--- config.mk ---
export PLATFORM = sky130hd
export DESIGN_NAME = cache_ctrl
export DESIGN_NICKNAME = d
export VERILOG_FILES = /design/src/rtl/cache_ctrl.sv
export SDC_FILE = /design/constraint.sdc
export NUM_CORES = 1
export LEC_CHECK = 0
export ABC_AREA = 0
export BUFFER_PORTS_ARGS = -buffer_cell sky130_fd_sc_hd__buf_4
export CAP_MARGIN = 20
export CORE_AREA = 10 10 143 145
export DETAILED_ROUTE_END_ITERATION = 12
export DIE_AREA = 0 0 153 155
export GPL_ROUTABILITY_DRIVEN = 0
export PLACE_DENSITY_LB_ADDON = 0.2
export SLEW_MARGIN = 20
export SYNTH_ARGS = -nofsm -noshare
export SYNTH_HDL_FRONTEND = slang
export SYNTH_SLANG_ARGS = --single-unit
--- constraint.sdc ---
create_clock -name clk -period 3.5 [get_ports clk]
set_clock_uncertainty 0.2 [all_clocks]
set_input_delay 0.7 -clock clk [delete_from_list [all_inputs] [get_ports clk]]
set_output_delay 0.7 -clock clk [all_outputs]
set_load 0.02 [all_outputs]
--- src/rtl/cache_ctrl.sv ---
// ---------------------------------------------------------------------------
// cache_ctrl
//
// Controller for a direct-mapped, write-back cache array. Serves single-word
// CPU reads and writes from the array. On a miss it writes the victim line
// back to memory when it is valid and dirty. It then refills the line one
// word at a time over a request/ack memory bus (write-allocate).
//
// Ports
//   clk, rst          clock; asynchronous active-high reset
//   cpu_en/we/addr/din  CPU access request (held stable while cpu_stall=1)
//   cpu_dout          read data, valid when cpu_en & ~cpu_we & ~cpu_stall
//   cpu_stall         CPU must hold its request
//   cache_addr/din    address and write data into the array
//   cache_store       refill word write (sets valid, clears dirty, loads tag)
//   cache_edit        CPU write-hit word write (sets dirty)
//   cache_invalid     line invalidate, unused here (tied 0)
//   cache_hit/valid/dirty/tag/dout  array lookup results for cache_addr
//   mem_cs/we/addr/dout  memory request: write-back (we=1) or fill read (we=0)
//   mem_din, mem_ack  fill data and one-cycle completion pulse
//   hit_count         accesses served as hits (wraps)
//   miss_count        misses detected (wraps)
// ---------------------------------------------------------------------------
module cache_ctrl #(
    parameter int ADDR_BITS        = 32,
    parameter int WORD_BITS        = 32,
    parameter int TAG_BITS         = 22,
    parameter int LINE_INDEX_WIDTH = 6,
    parameter int LINE_WORDS_WIDTH = 2,
    parameter int WORD_BYTES_WIDTH = 2
) (
    input  logic                 clk,
    input  logic                 rst,
    input  logic                 cpu_en,
    input  logic                 cpu_we,
    input  logic [ADDR_BITS-1:0] cpu_addr,
    input  logic [WORD_BITS-1:0] cpu_din,
    output logic [WORD_BITS-1:0] cpu_dout,
    output logic                 cpu_stall,
    output logic [ADDR_BITS-1:0] cache_addr,
    output logic                 cache_store,
    output logic                 cache_edit,
    output logic                 cache_invalid,
    output logic [WORD_BITS-1:0] cache_din,
    input  logic                 cache_hit,
    input  logic [WORD_BITS-1:0] cache_dout,
    input  logic                 cache_valid,
    input  logic                 cache_dirty,
    input  logic [TAG_BITS-1:0]  cache_tag,
    output logic                 mem_cs,
    output logic                 mem_we,
    output logic [ADDR_BITS-1:0] mem_addr,
    output logic [WORD_BITS-1:0] mem_dout,
    input  logic [WORD_BITS-1:0] mem_din,
    input  logic                 mem_ack,
    output logic [31:0]          hit_count,
    output logic [31:0]          miss_count
);

    localparam int OFFSET_BITS = LINE_WORDS_WIDTH + WORD_BYTES_WIDTH;
    localparam logic [LINE_WORDS_WIDTH-1:0] WCNT_ONE  = 1;
    localparam logic [LINE_WORDS_WIDTH-1:0] WCNT_LAST = '1;

    typedef enum logic [1:0] {S_IDLE, S_BACK, S_FILL, S_WAIT} state_t;

    state_t                        state;
    logic [LINE_WORDS_WIDTH-1:0]   wcnt;

    logic [TAG_BITS-1:0]           cpu_tag;
    logic [LINE_INDEX_WIDTH-1:0]   cpu_index;
    logic [ADDR_BITS-1:0]          fill_addr;
    logic [ADDR_BITS-1:0]          back_addr;
    logic                          idle_hit;
    logic                          idle_miss;
    logic                          last_word;

    assign cpu_tag   = cpu_addr[ADDR_BITS-1 -: TAG_BITS];
    assign cpu_index = cpu_addr[OFFSET_BITS +: LINE_INDEX_WIDTH];

    // Refill addresses the CPU's own line. Write-back addresses the victim
    // line, whose tag comes from the array at the same index.
    assign fill_addr = {cpu_tag, cpu_index, wcnt, {WORD_BYTES_WIDTH{1'b0}}};
    assign back_addr = {cache_tag, cpu_index, wcnt, {WORD_BYTES_WIDTH{1'b0}}};

    assign idle_hit  = (state == S_IDLE) && cpu_en && cache_hit;
    assign idle_miss = (state == S_IDLE) && cpu_en && !cache_hit;
    assign last_word = (wcnt == WCNT_LAST);

    assign cpu_dout      = cache_dout;
    assign cache_invalid = 1'b0;

    // ---- state / word counter / statistics ----
    always_ff @(posedge clk or posedge rst) begin
        if (rst) begin
            state      <= S_IDLE;
            wcnt       <= '0;
            hit_count  <= '0;
            miss_count <= '0;
        end else begin
            case (state)
                S_IDLE: begin
                    if (idle_hit) begin
                        hit_count <= hit_count + 32'd1;
                    end else if (idle_miss) begin
                        miss_count <= miss_count + 32'd1;
                        wcnt       <= '0;
                        state      <= (cache_valid && cache_dirty) ? S_BACK : S_FILL;
                    end
                end
                S_BACK: begin
                    if (mem_ack) begin
                        wcnt <= wcnt + WCNT_ONE;
                        if (last_word) begin
                            wcnt  <= '0;
                            state <= S_FILL;
                        end
                    end
                end
                S_FILL: begin
                    if (mem_ack) begin
                        wcnt <= wcnt + WCNT_ONE;
                        if (last_word) state <= S_WAIT;
                    end
                end
                S_WAIT: begin
                    // Lets the array settle on the refilled line before the
                    // access is replayed as an ordinary hit.
                    state <= S_IDLE;
                end
                default: state <= S_IDLE;
            endcase
        end
    end

    // ---- output decode ----
    always_comb begin
        cache_addr  = cpu_addr;
        cache_din   = cpu_din;
        cache_store = 1'b0;
        cache_edit  = 1'b0;
        cpu_stall   = 1'b1;
        mem_cs      = 1'b0;
        mem_we      = 1'b0;
        mem_addr    = fill_addr;
        mem_dout    = cache_dout;
        case (state)
            S_IDLE: begin
                cpu_stall  = cpu_en && !cache_hit;
                // The array must not be written while reset is held, even
                // though the lookup path keeps running.
                cache_edit = !rst && cpu_en && cpu_we && cache_hit;
            end
            S_BACK: begin
                cache_addr = back_addr;
                mem_addr   = back_addr;
                mem_cs     = 1'b1;
                mem_we     = 1'b1;
            end
            S_FILL: begin
                cache_addr  = fill_addr;
                mem_addr    = fill_addr;
                mem_cs      = 1'b1;
                cache_store = mem_ack;
                cache_din   = mem_din;
            end
            default: begin
                cpu_stall = 1'b1;
            end
        endcase
    end

endmodule

---- Word level (Yosys, flattened, before mapping) ----
Cells that the tools add are included.
storage, ports and cells
  input port bits ......................... 158
  register bits ........................... 68
  output and inout port bits .............. 230
cells by class
  reduce and logical (&&, ||, !) cells .... 17
  bitwise gates (word level) .............. 1
  add/sub/neg operators ................... 3
  equal/unequal tests ..................... 10
  mux-type cells .......................... 22
operator list
  cell                                            count
  adder 32 x 1 -> 32 bit (second input constant)  2
  two-way mux 32 bit                              2
  one-hot mux 32 bit (2 select lines)             1
  two-way mux 2 bit                               12
  != test 2 bit (second input constant)           6
  logical AND 1 bit                               8
  one-hot mux 2 bit (4 select lines)              1
  == test 2 bit (second input constant)           3
  one-hot mux 2 bit (3 select lines)              1
  AND reduction 6 bit                             1
  two-way mux 1 bit                               5
  AND reduction 5 bit                             1
  AND reduction 3 bit                             1
  nonzero test 3 bit                              1
  adder 2 x 1 -> 2 bit (second input constant)    1
  == test 2 x 1 -> 1 bit (second input constant)  1
  zero test 1 bit                                 2
  zero test 2 bit                                 1
  AND reduction 2 bit                             1
  OR reduction 2 bit                              1
  inverter 1 bit                                  1

---- Depth between registers and ports, before layout ----
Gate-level depths: netlist (run 1).
  word-level depth ........................ 6
  gate-level depth with buffers ........... 7
  gate-level depth less buffers ........... 6

---- Worst setup path before layout (run 1) ----
No wires, ideal clock.
  path kind ............................... input to output
  from .................................... input rst
  to ...................................... output cache_edit
  arrival time ............................ 2.592 ns
  buffers on the path ..................... 0
  slack ................................... 0.008 ns
  cell stages on the path ................. 2
  data required time ...................... 2.600 ns
  cells stage by stage .................... inv_1 > and3_1
between the ends
  longest elaborated chain between the ends .. 5
ends and longest elaborated chain
  item                            line  text
  start, declared                 33    input logic rst,
  zero test 1 bit                 151   cache_edit = !rst && cpu_en && cpu_we && cache_hit;
  logical AND 1 bit (3 in a row)  151
  two-way mux 1 bit               146   case (state)
  end, declared                   42    output logic cache_edit,
No other way between the ends.

---- Worst setup path after layout (run 1) ----
  from .................................... register state[1]
  to ...................................... output mem_addr[22]
between the ends
  longest elaborated chain between the ends .. 2
ends and longest elaborated chain
  item                    line  text
  start, declared         66    state_t state;
  start signal, assigned  107   state <= (cache_valid && cache_dirty) ? S_BACK : S_FILL;
  == test 2 x 1 -> 1 bit  146
  two-way mux 32 bit      146
  end, declared           52    output logic [ADDR_BITS-1:0] mem_addr,
No other way between the ends.

==> metrics.log, run 1 <==
INFO  metric power.static_leakage = 3.31 nW
INFO  metric post_synth_inst_count = 465
INFO  metric cts_clk_pin_slew_worst_paths = 0.05 ns
INFO  metric p_per_area = 634 nW/um^2
INFO  metric core = 17,700 sq um
INFO  metric final_layout_size_suffix_gt1_share = 56.2%
INFO  metric cts.sink_count = 68
INFO  metric setup_tns_after_final_layout = 0 ns
INFO  metric final_common_cell = sky130_fd_sc_hd__buf_4
INFO  metric core.rowCount = 49
INFO  metric final_net_count = 825
INFO  metric r2r.worst_path.cells = 6
INFO  metric wire_length_of_the_first_global_routing_pass = 30.9 mm
INFO  metric via_count = 4,272
INFO  metric wl_per_cell = 23.4 um
INFO  metric grtUsageMet1 = 17.5%
INFO  metric initial_utilization = 27.4%
INFO  metric grt_start_max_net_pins = 69
INFO  metric gr-usage-met3 = 10.3%
INFO  metric gr-usage-met2 = 28.0%
INFO  metric antenna_violations_before_repair = 1
INFO  metric regToRegStartpoint = state[1]$_DFFE_PP0P_
INFO  metric netlist-cell-type-count = 38
INFO  metric tritoncts.num_buffers = 9
INFO  metric dr.pass1.iters = 4
INFO  metric hp-start = hit_count[31]$_DFFE_PP0P_
INFO  metric n_fill_cell = 1,799
INFO  metric num_io_pins = 388
INFO  metric final-max-slew-violation-count = 0
INFO  metric ctsLongestPathBuffers = 2
INFO  metric totalPowerFinal = 0.00432 W
INFO  metric yosys_warnings = 0
INFO  metric synth-seq-area-share = 35.2%
INFO  metric timing.hold.worst_path_depth = 1
INFO  metric tightestPinTransition = 0.905 ns
INFO  metric cts-root-buf = sky130_fd_sc_hd__clkbuf_16
INFO  metric ant_nets = 0
INFO  metric timing.slew.headroom = 39.7%
INFO  metric design.die.area = 23,700 sq um
INFO  metric timing.final.setup_violations = 0
INFO  metric grt_pass1_vias = 4,581
INFO  metric final.period_utilization = 89.5%
INFO  metric setup.worst_path.start_class = flop
INFO  metric number_of_flops_mapped_to_enable_cells_by_yosys = 0
INFO  metric clock_share_of_power = 19.6%
INFO  metric worst-endpoint-arrival = 2.23 ns
INFO  metric finalHoldViolations = 0
INFO  metric grt_use_total = 16.7%
INFO  metric cts.repair_timing.setup_buffer_count = 0
INFO  metric maxClockFrequency = 319 MHz
INFO  metric hold_buf_count_cts = 0
INFO  metric dieWidth = 153 um
INFO  metric port_buffers = 270
INFO  metric h_tree_levels = 3
INFO  metric synthFlopType = sky130_fd_sc_hd__dfrtp_1
INFO  metric area_growth_syn_to_layout = 41.0%
INFO  metric path_class = reg2out
INFO  metric power_report.internal_total = 0.00248 W
INFO  metric insertion_delay_to_the_later_sink_of_the_worst_skew_pair = 0.32 ns
INFO  metric dp.final_hpwl = 17.8 mm
INFO  metric syn_avg_cell_area = 10.4 sq um
INFO  metric postRouteWirelength = 20.9 mm
INFO  metric rsz0062_at_grt = no
INFO  metric grt.overflow.total = 0
INFO  metric worst-r2r-setup-slack = 1.05 ns
INFO  metric detail_route.vias_per_cell = 4.79
INFO  metric status = finished, final reports clean
INFO  metric fin_crit = 3.13 ns
INFO  metric combPwrFrac = 59.1%
INFO  metric postPlaceCellArea = 6540 sq um
INFO  metric synth-async-reset-ratio = 100%
INFO  metric die_height = 155 um
INFO  metric switching_share = 42.6%
INFO  metric grt.busiest_layer = met2
INFO  metric crit_fanout = 24
INFO  metric holdCritPathClass = reg2reg
INFO  metric final_design_area_no_fill = 6820 sq um
INFO  metric layout_common_cells = 277 x sky130_fd_sc_hd__buf_4, 68 x sky130_fd_sc_hd__dfrtp_1, 58 x sky130_fd_sc_hd__mux2_2, 53 x sky130_fd_sc_hd__xnor2_1, 27 x sky130_fd_sc_hd__nand2_1
INFO  metric synth.cell_area = 4840 sq um
INFO  metric cts.repair.resized = 0
INFO  metric worst_r2r_endpoint = hit_count[22]$_DFFE_PP0P_
INFO  metric detail_route.iter0.violations = 123
INFO  metric end_kind = output pin
INFO  metric tritoncts = yes
INFO  metric timing.hold.worst_endpoint = hit_count[31]$_DFFE_PP0P_
INFO  metric synth-seq-cells = 68
INFO  metric crit_required = 2.60 ns
INFO  metric vdd.ir_drop.worst = 0.000413 V
INFO  metric insertedDiodeCount = 0
INFO  metric cap_viol_max_count = 0
INFO  metric sequentialPowerShare = 21.3%
INFO  metric p_sw = 0.00184 W
INFO  metric remaining_drc_errors = 0
-- kinds of logic after synthesis --
logic type	count (synthesis)	synth area share (%)
simple gates	132	17.7
buf+inv	106	14.7
flops	68	35.2
xor+xnor	62	11.2
mux	59	13.7
compound gates	29	5.38
fa+ha+maj	8	2.07
other cells	1	0.0775
-- routing by layer --
metal,routed length (um),part of all wire [%]
met1,7500,36
met2,10300,50
met5,0,0
met4,272,1.3
met3,2750,13
-- sequential cells by signal (all words and copies together), names as in the netlist --
register	cells
miss_count	32
state	2
hit_count	32
wcnt	2
-- cells in the mapped netlist, types with 2 or more instances --
master | instances | area [sq um]
sky130_fd_sc_hd__inv_1 | 10 | 37.5
sky130_fd_sc_hd__o22ai_1 | 2 | 12.5
sky130_fd_sc_hd__and4_1 | 5 | 43.8
sky130_fd_sc_hd__nor2b_1 | 3 | 18.8
sky130_fd_sc_hd__and3_1 | 9 | 56.3
sky130_fd_sc_hd__xnor2_1 | 53 | 464
sky130_fd_sc_hd__nor2_1 | 14 | 52.6
sky130_fd_sc_hd__buf_4 | 80 | 601
sky130_fd_sc_hd__nand4_2 | 2 | 25.0
sky130_fd_sc_hd__o21ai_0 | 3 | 15.0
sky130_fd_sc_hd__clkbuf_1 | 7 | 26.3
sky130_fd_sc_hd__a32o_1 | 22 | 220
sky130_fd_sc_hd__nand2_1 | 27 | 101
sky130_fd_sc_hd__mux2_2 | 58 | 653
sky130_fd_sc_hd__buf_2 | 3 | 15.0
sky130_fd_sc_hd__dfrtp_1 | 68 | 1700
sky130_fd_sc_hd__buf_1 | 5 | 18.8
sky130_fd_sc_hd__nand3b_2 | 2 | 22.5
sky130_fd_sc_hd__nand3_2 | 8 | 80.1
sky130_fd_sc_hd__nor3_1 | 5 | 25.0
sky130_fd_sc_hd__nor4_4 | 4 | 85.1
sky130_fd_sc_hd__nand4b_1 | 2 | 17.5
sky130_fd_sc_hd__and2_1 | 4 | 25.0
sky130_fd_sc_hd__ha_1 | 8 | 100
sky130_fd_sc_hd__nand4_1 | 26 | 163
sky130_fd_sc_hd__nand3_1 | 14 | 70.1
sky130_fd_sc_hd__nor3_2 | 2 | 20.0
sky130_fd_sc_hd__xor2_1 | 9 | 78.8
-- layout make-up --
cell class | count | area [sq um] | area share [%]
Clock inverter | 1 | 7.51 | 0.110
Tap cell | 229 | 287 | 4.20
Clock buffer | 13 | 270 | 3.96
Multi-Input combinational cell | 293 | 2430 | 35.7
Timing Repair Buffer | 277 | 2080 | 30.5
Sequential cell | 68 | 1700 | 25.0
Inverter | 10 | 37.5 | 0.551
-- worst max-delay path by stage --
stage                                    start  slack (ns)  depth (start not counted)      endpoint
after global routing      state[1]$_DFFE_PP0P_        0.26                          5  mem_addr[22]
final                     state[1]$_DFFE_PP0P_        0.37                          5  mem_addr[22]
after CTS                 state[1]$_DFFE_PP0P_        0.33                          5  mem_addr[22]
after detailed placement  state[1]$_DFFE_PP0P_        0.69                          5  mem_addr[20]
after floorplan                            rst       0.008                          2    cache_edit
after global placement    state[1]$_DFFE_PP0P_        0.81                          5  mem_addr[14]
-- power by group through the flow --
stage               Clock (W)  Combinational, W  Sequential, W
floorplan                   0           0.00160       0.000965
global placement            0           0.00255       0.000930
detailed placement          0           0.00258       0.000936
CTS                  0.000879           0.00259       0.000923
global route         0.000914           0.00272       0.000932
finish               0.000847           0.00255       0.000923
-- critical path, cell delays in order (launching register included) --
cell and delay (ns):
sky130_fd_sc_hd__dfrtp_1 0.41, sky130_fd_sc_hd__inv_1 0.14, sky130_fd_sc_hd__ha_2 0.52, sky130_fd_sc_hd__buf_4 0.31
sky130_fd_sc_hd__mux2_2 0.36, sky130_fd_sc_hd__buf_4 0.16
-- metrics by stage --
stage                     util (%)  hold slack (ns)  instances  worst slack (ns)
after global routing          38.6            0.300        891             0.257
after global placement        37.0            0.265        877             0.807
final                         38.6            0.275        891             0.366
after floorplan                  -            0.339        467           0.00820
after CTS                     38.6            0.280        891             0.330
after detailed placement      37.0            0.270        877             0.693
No activity file was read; power rests on OpenSTA's default activity.
==> inputs of run 2 (changes only) <==
--- a/config.mk
+++ b/config.mk
@@ -8,11 +8,12 @@
 export ABC_AREA = 0
 export BUFFER_PORTS_ARGS = -buffer_cell sky130_fd_sc_hd__buf_4
 export CAP_MARGIN = 20
-export CORE_AREA = 10 10 143 145
+export CORE_AREA = 10 10 142 144
 export DETAILED_ROUTE_END_ITERATION = 12
-export DIE_AREA = 0 0 153 155
+export DIE_AREA = 0 0 152 154
 export GPL_ROUTABILITY_DRIVEN = 0
 export PLACE_DENSITY_LB_ADDON = 0.2
+export REMOVE_ABC_BUFFERS = 1
 export SLEW_MARGIN = 20
 export SYNTH_ARGS = -nofsm -noshare
 export SYNTH_HDL_FRONTEND = slang
==> constraint.sdc (replaced) <==
create_clock -name clk -period 3.8 [get_ports clk]
set_clock_uncertainty 0.2 [all_clocks]
set_input_delay 0.76 -clock clk [delete_from_list [all_inputs] [get_ports clk]]
set_output_delay 0.76 -clock clk [all_outputs]
set_load 0.02 [all_outputs]
==> run 2 against run 1 <==
Critical path depth did not move. Via count rose by 4.2%. Die area fell by 1.3%. First-iteration DRC count rose by 76%. Flip-flop and latch count did not move. Routed wire length rose by 18%. Design area rose by 0.18%. Sequential share of layout area barely moved. Sequential power fell by 7.9%. Setup slack improved by 0.22 ns. Core utilization rose by 1.2 points. Clock-buffer cell count fell by 3. Largest cell class unchanged. Largest power group unchanged.
==> metrics.log, run 2 (same netlist as run 1, synthesis figures left out) <==
INFO  metric hold_buf_count_cts = 0
INFO  metric core = 17,200 sq um
INFO  metric gr-usage-met3 = 14.7%
INFO  metric timing.final.setup_violations = 0
INFO  metric grt_start_max_net_pins = 69
INFO  metric grtUsageMet1 = 19.8%
INFO  metric cts-root-buf = sky130_fd_sc_hd__clkbuf_16
INFO  metric cts.repair.resized = 0
INFO  metric path_cells = inv_1 > ha_2 > nor2_1 > o22ai_1 > buf_4
INFO  metric final.period_utilization = 84.4%
INFO  metric wl_per_cell = 27.7 um
INFO  metric final_layout_size_suffix_gt1_share = 56.3%
INFO  metric dp.final_hpwl = 21.4 mm
INFO  metric initial_utilization = 28.2%
INFO  metric final_net_count = 823
INFO  metric path_class = reg2out
INFO  metric detail_route.iter0.violations = 216
INFO  metric gr-usage-met2 = 31.0%
INFO  metric tightestPinTransition = 0.992 ns
INFO  metric area_growth_syn_to_layout = 41.2%
INFO  metric power.static_leakage = 3.31 nW
INFO  metric antenna_violations_before_repair = 2
INFO  metric cap_viol_max_count = 0
INFO  metric dr.pass1.iters = 4
INFO  metric worst-endpoint-arrival = 2.25 ns
INFO  metric layout_common_cells = 275 x sky130_fd_sc_hd__buf_4, 68 x sky130_fd_sc_hd__dfrtp_1, 58 x sky130_fd_sc_hd__mux2_2, 53 x sky130_fd_sc_hd__xnor2_1, 27 x sky130_fd_sc_hd__nand2_1
INFO  metric design.die.area = 23,400 sq um
INFO  metric cts.repair_timing.setup_buffer_count = 0
INFO  metric remaining_drc_errors = 0
INFO  metric finalHoldViolations = 0
INFO  metric setup_tns_after_final_layout = 0 ns
INFO  metric setup.worst_path.start_class = flop
INFO  metric maxClockFrequency = 312 MHz
INFO  metric core.rowCount = 48
INFO  metric insertion_delay_to_the_later_sink_of_the_worst_skew_pair = 0.32 ns
INFO  metric worst_path_max_delay_cell = sky130_fd_sc_hd__ha_2
INFO  metric final_common_cell = sky130_fd_sc_hd__buf_4
INFO  metric holdCritPathClass = reg2reg
INFO  metric port_buffers = 270
INFO  metric ant_nets = 0
INFO  metric grt.busiest_layer = met2
INFO  metric grt_pass1_vias = 4,776
INFO  metric dieWidth = 152 um
INFO  metric utilization = 39.8%
INFO  metric vdd.ir_drop.worst = 0.000521 V
INFO  metric final-max-slew-violation-count = 0
INFO  metric via_count = 4,450
INFO  metric die_height = 154 um
INFO  metric slowest_delay = 0.78 ns
INFO  metric num_io_pins = 388
INFO  metric crit_fanout = 40
INFO  metric status = finished, final reports clean
INFO  metric tritoncts = yes
INFO  metric grt_use_total = 19.9%
INFO  metric fin_crit = 3.21 ns
INFO  metric cts_clk_pin_slew_worst_paths = 0.06 ns
INFO  metric wire_length_of_the_first_global_routing_pass = 34.8 mm
INFO  metric n_fill_cell = 1,743
INFO  metric p_per_area = 590 nW/um^2
INFO  metric largest_registers = hit_count (32), miss_count (32)
INFO  metric detail_route.vias_per_cell = 5.00
INFO  metric cts.sink_count = 68
INFO  metric timing.slew.headroom = 33.4%
INFO  metric ctsLongestPathBuffers = 2
INFO  metric h_tree_levels = 3
INFO  metric postRouteWirelength = 24.6 mm
INFO  metric rsz0062_at_grt = no
INFO  metric end_kind = output pin
INFO  metric grt.overflow.total = 0
INFO  metric tritoncts.num_buffers = 9
INFO  metric crit_required = 2.84 ns
==> run 2: path summary, 6_finish.rpt <==
kind / startpoint / cells past startpoint / to / slack (ns)
max: state[1]$_DFFE_PP0P_ / 5 / cache_addr[2] / 0.59
min: miss_count[31]$_DFFE_PP0P_ / 1 / miss_count[31]$_DFFE_PP0P_ / 0.29
max reg2reg: state[1]$_DFFE_PP0P_ / 6 / hit_count[31]$_DFFE_PP0P_ / 1.11
min reg2reg: miss_count[31]$_DFFE_PP0P_ / 1 / miss_count[31]$_DFFE_PP0P_ / 0.29
max in group asynchronous: rst / 3 / miss_count[8]$_DFFE_PP0P_ / 2.25
min in group asynchronous: rst / 3 / hit_count[0]$_DFFE_PP0P_ / 0.54
==> run 2: layout make-up <==
class | count | area, sq um | area share (%)
Multi-Input combinational cell | 293 | 2430 | 35.6
Timing Repair Buffer | 275 | 2060 | 30.2
Sequential cell | 68 | 1700 | 24.9
Tap cell | 225 | 282 | 4.12
Clock buffer | 10 | 239 | 3.50
Clock inverter | 6 | 63.8 | 0.934
Inverter | 10 | 37.5 | 0.550
Antenna cell | 3 | 7.51 | 0.110
==> run 2: critical path, delay by kind of cell (launching register included) <==
kind,cells,cell delay [ns]
adders and majority gates,1,0.78
DFF,1,0.40
buffers and inverters,2,0.31
and+or+nand+nor,1,0.24
AOI/OAI and AO/OA,1,0.19
==> run 2: layer usage <==
layer / share of wire [%] / routed length, um
met1: 34 / 8390
met2: 46 / 11300
met3: 16 / 4040
met4: 3.0 / 736
met5: 0.62 / 152
==> run 2: report_power, final <==
part | switching, W | leakage (nW) | internal (W)
sequential | 0.0000750 | 0.930 | 0.000775
combinational | 0.00132 | 2.23 | 0.00102
clock | 0.000317 | 0.144 | 0.000524
total | 0.00171 | 3.31 | 0.00232
==> run 2: per-stage QoR <==
stage          power [W]  instance area, sq um  setup slack, ns  hold slack [ns]  std cells
3_3_place_gp     0.00320                  6520             1.04            0.263        871
4_1_cts          0.00409                  6820            0.577            0.289        887
3_5_place_dp     0.00322                  6520            0.948            0.281        871
6_report         0.00403                  6830            0.591            0.287        890
2_1_floorplan    0.00220                  4170            0.188            0.339        371
5_1_grt          0.00426                  6820            0.409            0.303        887
==> inputs of run 3 (changes only) <==
==> constraint.sdc (replaced) <==
create_clock -name clk -period 2.7 [get_ports clk]
set_clock_uncertainty 0.2 [all_clocks]
set_input_delay 0.54 -clock clk [delete_from_list [all_inputs] [get_ports clk]]
set_output_delay 0.54 -clock clk [all_outputs]
set_load 0.02 [all_outputs]
==> run 3 against run 2 <==
Sequential power grew 40%. Die area is the same. First-iteration DRC count shrank 19%. Critical path depth is the same. Largest cell class unchanged. Largest power group unchanged.
==> metrics.log, run 3 (same netlist as run 1, synthesis figures left out) <==
INFO  metric timing.slew.headroom = 39.6%
INFO  metric status = finished, final reports clean
INFO  metric tritoncts = yes
INFO  metric final-instance-count-excl-fill = 893
INFO  metric maxClockFrequency = 383 MHz
INFO  metric port_buffers = 270
INFO  metric grt_start_max_net_pins = 69
INFO  metric path_class = reg2out
INFO  metric core = 17,200 sq um
INFO  metric wire_length_of_the_first_global_routing_pass = 33.0 mm
INFO  metric wl_per_cell = 26.3 um
INFO  metric cts_clk_pin_slew_worst_paths = 0.06 ns
INFO  metric crit_required = 1.96 ns
INFO  metric detail_route.vias_per_cell = 4.84
INFO  metric initial_utilization = 28.2%
INFO  metric dp.final_hpwl = 20.3 mm
INFO  metric num_io_pins = 388
INFO  metric final_common_cell = sky130_fd_sc_hd__buf_4
INFO  metric final-max-slew-violation-count = 0
INFO  metric grt_pass1_vias = 4,590
INFO  metric hold_buf_count_cts = 0
INFO  metric tritoncts.num_buffers = 9
INFO  metric area_growth_syn_to_layout = 42.3%
INFO  metric detail_route.iter0.violations = 175
INFO  metric fin_crit = 2.61 ns
INFO  metric ctsLongestPathBuffers = 2
INFO  metric timing.hold.worst_path_depth = 1
INFO  metric grt_use_total = 18.9%
INFO  metric worst-r2r-setup-slack = 0.42 ns
INFO  metric end_kind = output pin
INFO  metric holdCritPathClass = reg2reg
INFO  metric p_per_area = 835 nW/um^2
INFO  metric placed_cells = 874
INFO  metric worst_r2r_endpoint = miss_count[25]$_DFFE_PP0P_
INFO  metric power.static_leakage = 3.34 nW
INFO  metric worst-endpoint-arrival = 1.87 ns
INFO  metric vdd.ir_drop.worst = 0.000477 V
INFO  metric cap_viol_max_count = 0
INFO  metric rsz0062_at_grt = no
INFO  metric timing.hold.worst_endpoint = miss_count[31]$_DFFE_PP0P_
INFO  metric final_layout_size_suffix_gt1_share = 56.4%
INFO  metric via_count = 4,325
INFO  metric setup.worst_path.start_class = flop
INFO  metric ant_nets = 0
INFO  metric final.period_utilization = 96.8%
INFO  metric final_net_count = 826
INFO  metric antenna_violations_before_repair = 4
INFO  metric insertion_delay_to_the_later_sink_of_the_worst_skew_pair = 0.33 ns
INFO  metric crit_fanout = 47
INFO  metric utilization = 40.1%
INFO  metric finalHoldViolations = 0
INFO  metric cts.sink_count = 68
INFO  metric largest_registers = hit_count (32), miss_count (32)
INFO  metric cts-root-buf = sky130_fd_sc_hd__clkbuf_16
INFO  metric postRouteWirelength = 23.4 mm
INFO  metric hp-start = miss_count[31]$_DFFE_PP0P_
INFO  metric h_tree_levels = 3
INFO  metric core.rowCount = 48
INFO  metric timing.final.setup_violations = 0
INFO  metric dieWidth = 152 um
INFO  metric grt.overflow.total = 0
INFO  metric regToRegStartpoint = state[1]$_DFFE_PP0P_
INFO  metric layout_common_cells = 274 x sky130_fd_sc_hd__buf_4, 68 x sky130_fd_sc_hd__dfrtp_1, 58 x sky130_fd_sc_hd__mux2_2, 53 x sky130_fd_sc_hd__xnor2_1, 27 x sky130_fd_sc_hd__nand2_1
INFO  metric die_height = 154 um
INFO  metric tightestPinTransition = 0.906 ns
INFO  metric design.die.area = 23,400 sq um
INFO  metric remaining_drc_errors = 0
INFO  metric r2r.worst_path.cells = 6
INFO  metric dr.pass1.iters = 4
==> run 3: per-layer routing <==
layer	global-route usage, %	vias up	part of all wire, %
li1	-	1956	-
met2	29.4	304	46
met3	14.1	21	17
met4	4.36	6	1.3
met5	2.80	-	0.48
met1	19.8	2038	36
==> run 3: critical path, cell delays in order, from the launching register on <==
cell,delay [ns]
sky130_fd_sc_hd__dfrtp_1,0.40
sky130_fd_sc_hd__inv_1,0.13
sky130_fd_sc_hd__ha_2,0.22
sky130_fd_sc_hd__buf_12,0.23
sky130_fd_sc_hd__mux2_2,0.38
sky130_fd_sc_hd__buf_4,0.16
==> run 3: cell type report <==
type | instances | area (sq um)
fill | 1767 | 10300
multi-input combinational | 293 | 2440
timing repair buffer | 278 | 2120
sequential | 68 | 1700
tap | 225 | 282
clock buffer | 12 | 246
clock inverter | 4 | 48.8
inverter | 10 | 37.5
antenna | 3 | 7.51
==> run 3: power by group <==
part / internal (W) / leakage [nW] / switching [W]
logic: 0.00151 / 2.26 / 0.00187
clock network: 0.000739 / 0.147 / 0.000436
registers: 0.00109 / 0.930 / 0.000102
==> run 3: worst max-delay path by stage <==
stage	from	to	slack, ns	cells after the start
final	state[1]$_DFFE_PP0P_	mem_addr[13]	0.09	5
after global routing	state[1]$_DFFE_PP0P_	mem_addr[13]	0.005	5
after CTS	state[0]$_DFFE_PP0P_	cache_addr[3]	0.04	6
after detailed placement	state[0]$_DFFE_PP0P_	cache_addr[3]	0.42	6
after global placement	state[0]$_DFFE_PP0P_	cache_addr[3]	0.44	6
after floorplan	rst	cache_edit	-0.47	2
==> run 3: through the flow <==
stage	instance area, sq um	setup TNS, ns	setup slack, ns	hold slack, ns	power [W]
after floorplan	4170	-10.26	-0.472	0.339	0.00310
final	6880	0	0.0862	0.286	0.00575
after global placement	6570	0	0.444	0.262	0.00457
after detailed placement	6570	0	0.416	0.278	0.00460
after CTS	6860	0	0.0416	0.285	0.00581
after global routing	6870	0	0.00457	0.322	0.00607
==> run 3: what timing repair did <==
| item | in CTS | in global routing |
|---|---|---|
| hold endpoints to repair | 0 | 0 |
| gates resized for setup | 0 | 3 |
| buffers inserted | 0 | 0 |
| setup endpoints to repair | 0 | 19 |
